--- config.mk ---
export PLATFORM = sky130hd
export DESIGN_NAME = regfile_wb_arbiter_flat
export DESIGN_NICKNAME = d
export VERILOG_FILES = /design/src/rtl/regfile_wb_arbiter_if.sv /design/src/rtl/regfile_wb_arbiter.sv /design/src/flat_wrapper.sv
export SDC_FILE = /design/constraint.sdc
export NUM_CORES = 1
export LEC_CHECK = 0
export BUFFER_PORTS_ARGS = -buffer_cell sky130_fd_sc_hd__buf_4
export CORE_ASPECT_RATIO = 0.6
export CORE_MARGIN = 3
export CORE_UTILIZATION = 57
export DETAILED_ROUTE_END_ITERATION = 12
export GPL_ROUTABILITY_DRIVEN = 0
export PLACE_DENSITY_LB_ADDON = 0.08
export SLEW_MARGIN = 10
export SYNTH_ARGS = -nofsm -noshare
export SYNTH_HDL_FRONTEND = slang
export SYNTH_SLANG_ARGS = --single-unit
--- constraint.sdc ---
create_clock -name clock -period 6.8 [get_ports clock]
set_input_delay 1.7 -clock clock [delete_from_list [all_inputs] [get_ports clock]]
set_output_delay 1.7 -clock clock [all_outputs]
set_load 0.02 [all_outputs]
--- src/rtl/regfile_wb_arbiter_if.sv ---
// Bundle of writeback requests, issue-stage reservation/lookup and register
// file write port shared between the arbiter and its neighbours.
interface regfile_wb_arbiter_if;
    logic        a_valid;
    logic        a_ready;
    logic [4:0]  a_addr;
    logic [31:0] a_data;

    logic        b_valid;
    logic        b_ready;
    logic [4:0]  b_addr;
    logic [31:0] b_data;

    logic        rsv_valid;
    logic [4:0]  rsv_addr;
    logic [4:0]  rd1_addr;
    logic [4:0]  rd2_addr;
    logic        stall;

    logic        RegWrite;
    logic [4:0]  WriteReg;
    logic [31:0] WriteData;
    logic        init_done;

    modport slave (
        input  a_valid, a_addr, a_data,
        input  b_valid, b_addr, b_data,
        input  rsv_valid, rsv_addr, rd1_addr, rd2_addr,
        output a_ready, b_ready, stall,
        output RegWrite, WriteReg, WriteData, init_done
    );

    modport master (
        output a_valid, a_addr, a_data,
        output b_valid, b_addr, b_data,
        output rsv_valid, rsv_addr, rd1_addr, rd2_addr,
        input  a_ready, b_ready, stall,
        input  RegWrite, WriteReg, WriteData, init_done
    );
endinterface

--- src/rtl/regfile_wb_arbiter.sv ---
// Two-requester round-robin writeback arbiter for a 32x32 register file with
// a power-up clear sweep and a pending-write scoreboard driving issue stall.
module regfile_wb_arbiter (
    input  logic                 clock,
    input  logic                 reset_n,
    regfile_wb_arbiter_if.slave  bus
);

    typedef enum logic {
        ST_INIT = 1'b0,
        ST_RUN  = 1'b1
    } state_e;

    state_e      state_q, state_d;
    logic [4:0]  cnt_q, cnt_d;
    logic        ptr_q, ptr_d;
    logic [31:0] pending_q, pending_d;
    logic        regwrite_q, regwrite_d;
    logic [4:0]  writereg_q, writereg_d;
    logic [31:0] writedata_q, writedata_d;
    logic        init_done_q, init_done_d;

    logic        grant_a;
    logic        grant_b;
    logic        stall_c;

    // ptr_q low means A wins a tie, high means B wins a tie.
    always_comb begin
        grant_a = 1'b0;
        grant_b = 1'b0;
        if (state_q == ST_RUN) begin
            if (bus.a_valid && (!bus.b_valid || !ptr_q)) begin
                grant_a = 1'b1;
            end else if (bus.b_valid) begin
                grant_b = 1'b1;
            end
        end
    end

    assign pending_d[0] = 1'b0;

    // A reservation on the same edge as the retiring write wins, so the
    // newer producer keeps the register marked busy.
    generate
        for (genvar gi = 1; gi < 32; gi++) begin : g_pending
            logic set_bit;
            logic clr_bit;
            assign set_bit = (state_q == ST_RUN) && bus.rsv_valid
                             && (bus.rsv_addr == 5'(gi));
            assign clr_bit = (grant_a && (bus.a_addr == 5'(gi)))
                             || (grant_b && (bus.b_addr == 5'(gi)));
            assign pending_d[gi] = set_bit | (pending_q[gi] & ~clr_bit);
        end
    endgenerate

    always_comb begin
        state_d     = state_q;
        cnt_d       = cnt_q;
        ptr_d       = ptr_q;
        regwrite_d  = 1'b0;
        writereg_d  = writereg_q;
        writedata_d = writedata_q;
        init_done_d = init_done_q;
        case (state_q)
            ST_INIT: begin
                // Leave the sweep only once register 31 is on the write port.
                if (regwrite_q && (writereg_q == 5'd31)) begin
                    state_d     = ST_RUN;
                    init_done_d = 1'b1;
                end else begin
                    regwrite_d  = 1'b1;
                    writereg_d  = cnt_q;
                    writedata_d = 32'h0;
                    cnt_d       = cnt_q + 5'd1;
                end
            end
            ST_RUN: begin
                if (grant_a) begin
                    ptr_d = 1'b1;
                    if (bus.a_addr != 5'd0) begin
                        regwrite_d  = 1'b1;
                        writereg_d  = bus.a_addr;
                        writedata_d = bus.a_data;
                    end
                end else if (grant_b) begin
                    ptr_d = 1'b0;
                    if (bus.b_addr != 5'd0) begin
                        regwrite_d  = 1'b1;
                        writereg_d  = bus.b_addr;
                        writedata_d = bus.b_data;
                    end
                end
            end
            default: begin
                state_d = ST_INIT;
            end
        endcase
    end

    always_ff @(posedge clock or negedge reset_n) begin
        if (!reset_n) begin
            state_q     <= ST_INIT;
            cnt_q       <= 5'd0;
            ptr_q       <= 1'b0;
            pending_q   <= 32'h0;
            regwrite_q  <= 1'b0;
            writereg_q  <= 5'd0;
            writedata_q <= 32'h0;
            init_done_q <= 1'b0;
        end else begin
            state_q     <= state_d;
            cnt_q       <= cnt_d;
            ptr_q       <= ptr_d;
            pending_q   <= pending_d;
            regwrite_q  <= regwrite_d;
            writereg_q  <= writereg_d;
            writedata_q <= writedata_d;
            init_done_q <= init_done_d;
        end
    end

    // A write already on the port is not yet visible to a same-cycle read.
    always_comb begin
        stall_c = 1'b1;
        if (state_q == ST_RUN) begin
            stall_c = pending_q[bus.rd1_addr] | pending_q[bus.rd2_addr]
                      | (regwrite_q && (writereg_q != 5'd0)
                         && ((writereg_q == bus.rd1_addr)
                             || (writereg_q == bus.rd2_addr)));
        end
    end

    assign bus.a_ready   = grant_a;
    assign bus.b_ready   = grant_b;
    assign bus.stall     = stall_c;
    assign bus.RegWrite  = regwrite_q;
    assign bus.WriteReg  = writereg_q;
    assign bus.WriteData = writedata_q;
    assign bus.init_done = init_done_q;

endmodule
--- src/flat_wrapper.sv ---
// flat-port wrapper written by rule: the top's interface ports become plain ports
module regfile_wb_arbiter_flat 
  (clock, reset_n, bus_a_valid, bus_a_addr, bus_a_data, bus_b_valid, bus_b_addr, bus_b_data, bus_rsv_valid, bus_rsv_addr, bus_rd1_addr, bus_rd2_addr, bus_a_ready, bus_b_ready, bus_stall, bus_RegWrite, bus_WriteReg, bus_WriteData, bus_init_done);
  regfile_wb_arbiter_if bus_i ();
  input  logic clock;
  input  logic reset_n;
  input wire logic [$bits(bus_i.a_valid)-1:0] bus_a_valid;
  input wire logic [$bits(bus_i.a_addr)-1:0] bus_a_addr;
  input wire logic [$bits(bus_i.a_data)-1:0] bus_a_data;
  input wire logic [$bits(bus_i.b_valid)-1:0] bus_b_valid;
  input wire logic [$bits(bus_i.b_addr)-1:0] bus_b_addr;
  input wire logic [$bits(bus_i.b_data)-1:0] bus_b_data;
  input wire logic [$bits(bus_i.rsv_valid)-1:0] bus_rsv_valid;
  input wire logic [$bits(bus_i.rsv_addr)-1:0] bus_rsv_addr;
  input wire logic [$bits(bus_i.rd1_addr)-1:0] bus_rd1_addr;
  input wire logic [$bits(bus_i.rd2_addr)-1:0] bus_rd2_addr;
  output wire logic [$bits(bus_i.a_ready)-1:0] bus_a_ready;
  output wire logic [$bits(bus_i.b_ready)-1:0] bus_b_ready;
  output wire logic [$bits(bus_i.stall)-1:0] bus_stall;
  output wire logic [$bits(bus_i.RegWrite)-1:0] bus_RegWrite;
  output wire logic [$bits(bus_i.WriteReg)-1:0] bus_WriteReg;
  output wire logic [$bits(bus_i.WriteData)-1:0] bus_WriteData;
  output wire logic [$bits(bus_i.init_done)-1:0] bus_init_done;
  assign bus_i.a_valid = bus_a_valid;
  assign bus_i.a_addr = bus_a_addr;
  assign bus_i.a_data = bus_a_data;
  assign bus_i.b_valid = bus_b_valid;
  assign bus_i.b_addr = bus_b_addr;
  assign bus_i.b_data = bus_b_data;
  assign bus_i.rsv_valid = bus_rsv_valid;
  assign bus_i.rsv_addr = bus_rsv_addr;
  assign bus_i.rd1_addr = bus_rd1_addr;
  assign bus_i.rd2_addr = bus_rd2_addr;
  assign bus_a_ready = bus_i.a_ready;
  assign bus_b_ready = bus_i.b_ready;
  assign bus_stall = bus_i.stall;
  assign bus_RegWrite = bus_i.RegWrite;
  assign bus_WriteReg = bus_i.WriteReg;
  assign bus_WriteData = bus_i.WriteData;
  assign bus_init_done = bus_i.init_done;
  regfile_wb_arbiter u_core (.clock(clock), .reset_n(reset_n), .bus(bus_i));
endmodule
==> results.yml <==
outcome:
  status: "completed"
timing:
  rsz0062_at_grt: "false"
  fin_worst_skew_ps: 7.41
  max_freq_ghz: 0.200
  slew-limit-headroom_pct: 35.2
  hold_viol: 0
  slew_viol_final: 0
  period_needed_ps: 4990
  setup_violations: 0
  worst_pin_slew_ps: 971
  tns_ps: 0
  postLayoutSetupSlackWorst_ps: 1810
  finalCritPeriodShare_pct: 73.4
floorplanning:
  ioPinCount: 136
  core-area_mm2: 0.00798
  dieArea_mm2: 0.00950
  start_util_pct: 59.5
  die_y_um: 76.7
  chipWidth_um: 124
  rows: 25
yosys:
  synthesis.nets: 570
  yosysSeqAreaShare_pct: 40.6
  syn_area_per_cell_um2: 10.0
  syn_area_mm2: 0.00475
  netlist_instances: 475
  synth.distinct_cells: 50
  ys_ff_latch: 77
  synth_warnings: 0
job:
  max_cap_viol_count: 0
clocking:
  cts-htree-levels: 3
  cts_tree: "yes"
  cts_buffer_depth: 2
  holdBufCountCts: 0
  clockRootBuffer: "clkbuf_16"
  clock-sinks: 77
  ctsResizeCount: 0
  postCtsSetupBuffers: 0
  cts_made_buffers: 9
  path_clk_slew_ps: 60
  clock_latency_ps: 340
final_layout:
  drive_above_1_share_pct: 35.0
  nets: 685
  num_antenna_cells: 0
  area_delta_synth_final_pct: 27.7
worst_setup_path:
  required_ps: 5100
  end_kind: "output pin"
  arrival_ps: 3290
  start_kind: "input pin"
  worst-setup-path-type: "in2out"
  critPathMaxFanout: 12
route:
  drc: 0
  wl_per_cell_um: 20.1
  viasPerCell: 6.29
  drt_wl_total_um: 14100
  drt_iter0_drc: 435
  num_vias: 4416
  antenna_left: 0
  detail_route.first_pass.iterations: 5
global_routing:
  grt-ovfl-total: 0
  grt_max_degree: 78
  grt_pass1_wl_um: 22200
  track_usage_pct: 30.4
  grt_pass1_vias: 4159
  antenna_found_initial: 0
power_and_ir_drop:
  vdd_drop_max_v: 0.000209
  leakage_nw: 2.78
  p_per_area_mw_per_mm2: 257
placed_design:
  pre_cts_ws_ps: 1820
  hpwl_um: 10500
  io_buffers: 135
hold_path:
  min_path_type: "reg2reg"
## per-stage QoR
stage | hold slack [ps] | area (µm²) | cells | util (%) | total power, mW
after floorplan | 446 | 4750 | 475 | - | 0.853
after global placement | 444 | 5740 | 687 | 72.0 | 1.03
after detailed placement | 466 | 5740 | 687 | 72.0 | 1.04
after CTS | 479 | 6060 | 702 | 76.0 | 1.56
after global routing | 503 | 6060 | 702 | 76.0 | 1.63
final | 482 | 6060 | 702 | 76.0 | 1.56
## metal layers
metal  share of wire, %  track usage (%)  vias to the layer above
met5                  0                0                        -
met1                 45             45.5                     2163
met4               0.82             5.30                        0
li1                   -                -                     1978
met2                 42             41.3                      259
met3                 13             13.2                       16
## sequential cells by signal, summed over array words and instances, names as in the netlist
name                  flops
u_core.bus.RegWrite       1
u_core.ptr_q              1
u_core.pending_q         31
u_core.bus.init_done      1
u_core.cnt_q              5
u_core.state_q            1
u_core.bus.WriteReg       5
u_core.bus.WriteData     32
## cell type report
type,count,area (µm²)
Multi-Input combinational cell,359,2620
Sequential cell,77,1930
Fill cell,571,1910
Timing Repair Buffer,138,1040
Clock buffer,10,239
Tap cell,108,135
Clock inverter,5,83.8
Inverter,5,18.8
## cell usage after synthesis (all sizes together)
| library cell | count | area share [%] |
|---|---|---|
| nand3b | 7 | 1.1 |
| and2 | 2 | 0.26 |
| or3b | 1 | 0.18 |
| clkbuf | 15 | 1.2 |
| dfrtp | 77 | 41 |
| mux2i | 11 | 2.3 |
| a21bo | 1 | 0.21 |
| o2111ai | 1 | 0.18 |
| a311oi | 1 | 0.18 |
| o31a | 1 | 0.18 |
| a2111oi | 2 | 0.37 |
| a211o | 1 | 0.18 |
| or4 | 1 | 0.16 |
| a31oi | 7 | 0.92 |
| inv | 5 | 0.40 |
| o21a | 1 | 0.16 |
| nand4 | 6 | 0.79 |
| or3 | 1 | 0.13 |
| nor3b | 2 | 0.32 |
| a22oi | 23 | 3.6 |
| o22ai | 1 | 0.13 |
| xor2 | 1 | 0.18 |
| and3b | 1 | 0.18 |
| a22o | 31 | 5.7 |
| nand3 | 7 | 0.74 |
| a21boi | 1 | 0.40 |
| a31o | 1 | 0.18 |
| a32oi | 9 | 1.7 |
| nand2b | 2 | 0.26 |
| a21oi | 38 | 4.1 |
| xnor2 | 13 | 2.4 |
| nor3 | 9 | 0.95 |
| nand2 | 85 | 6.7 |
| buf | 19 | 2.7 |
| nor4 | 1 | 0.13 |
| o2111a | 1 | 0.24 |
| mux4 | 10 | 4.7 |
| nor2b | 12 | 1.6 |
| ha | 1 | 0.26 |
| nor2 | 25 | 2.1 |
| a21o | 1 | 0.16 |
| mux2 | 40 | 11 |
## where the power goes
| part | internal [mW] | leakage [nW] | switching, mW |
|---|---|---|---|
| clock | 0.330 | 0.151 | 0.190 |
| sequential | 0.528 | 0.960 | 0.0714 |
| combinational | 0.227 | 1.67 | 0.214 |
## worst paths after layout
kind                                      startpoint                       end  cells past startpoint  slack [ps]
worst max register to register        u_core.state_q  u_core.bus.WriteData[11]                      4        3990
worst max-delay path                 bus_rd2_addr[2]                 bus_stall                      7        1810
max in group asynchronous                    reset_n      u_core.pending_q[14]                      1        4660
worst min register to register  u_core.bus.init_done      u_core.bus.init_done                      1         480
min in group asynchronous                    reset_n  u_core.bus.WriteData[16]                      1        1510
worst min-delay path            u_core.bus.init_done      u_core.bus.init_done                      1         480
## kinds of logic (layout without fill, tap and decap cells)
family / Yosys count / count (layout) / share of synthesized area (%)
fa+ha+maj: 1 / 1 / 0.263
simple gates: 162 / 162 / 15.6
xor+xnor: 14 / 14 / 2.58
buf+inv: 39 / 158 / 4.32
mux: 61 / 61 / 18.1
flops: 77 / 77 / 40.6
compound gates: 121 / 121 / 18.6
## placed cells by master (no fill, tap or decap), types with 9 or more instances in the layout
master / n
a22oi_1: 23
a22o_1: 31
nor2_1: 23
nor2b_1: 12
a21oi_1: 37
dfrtp_1: 77
nand2_1: 85
mux4_2: 10
nor3_1: 9
xnor2_1: 13
buf_4: 138
a32oi_1: 9
mux2_4: 19
mux2i_1: 11
mux2_2: 21
clkbuf_16: 9
## worst max-delay path: stages
cell and delay, ps:
buf_4 170, mux2_2 360, a2111oi_0 450, a2111oi_0 140, a31oi_1 180, nand3_1 110
buf_4 170
No activity file was read; power rests on OpenSTA's default activity.
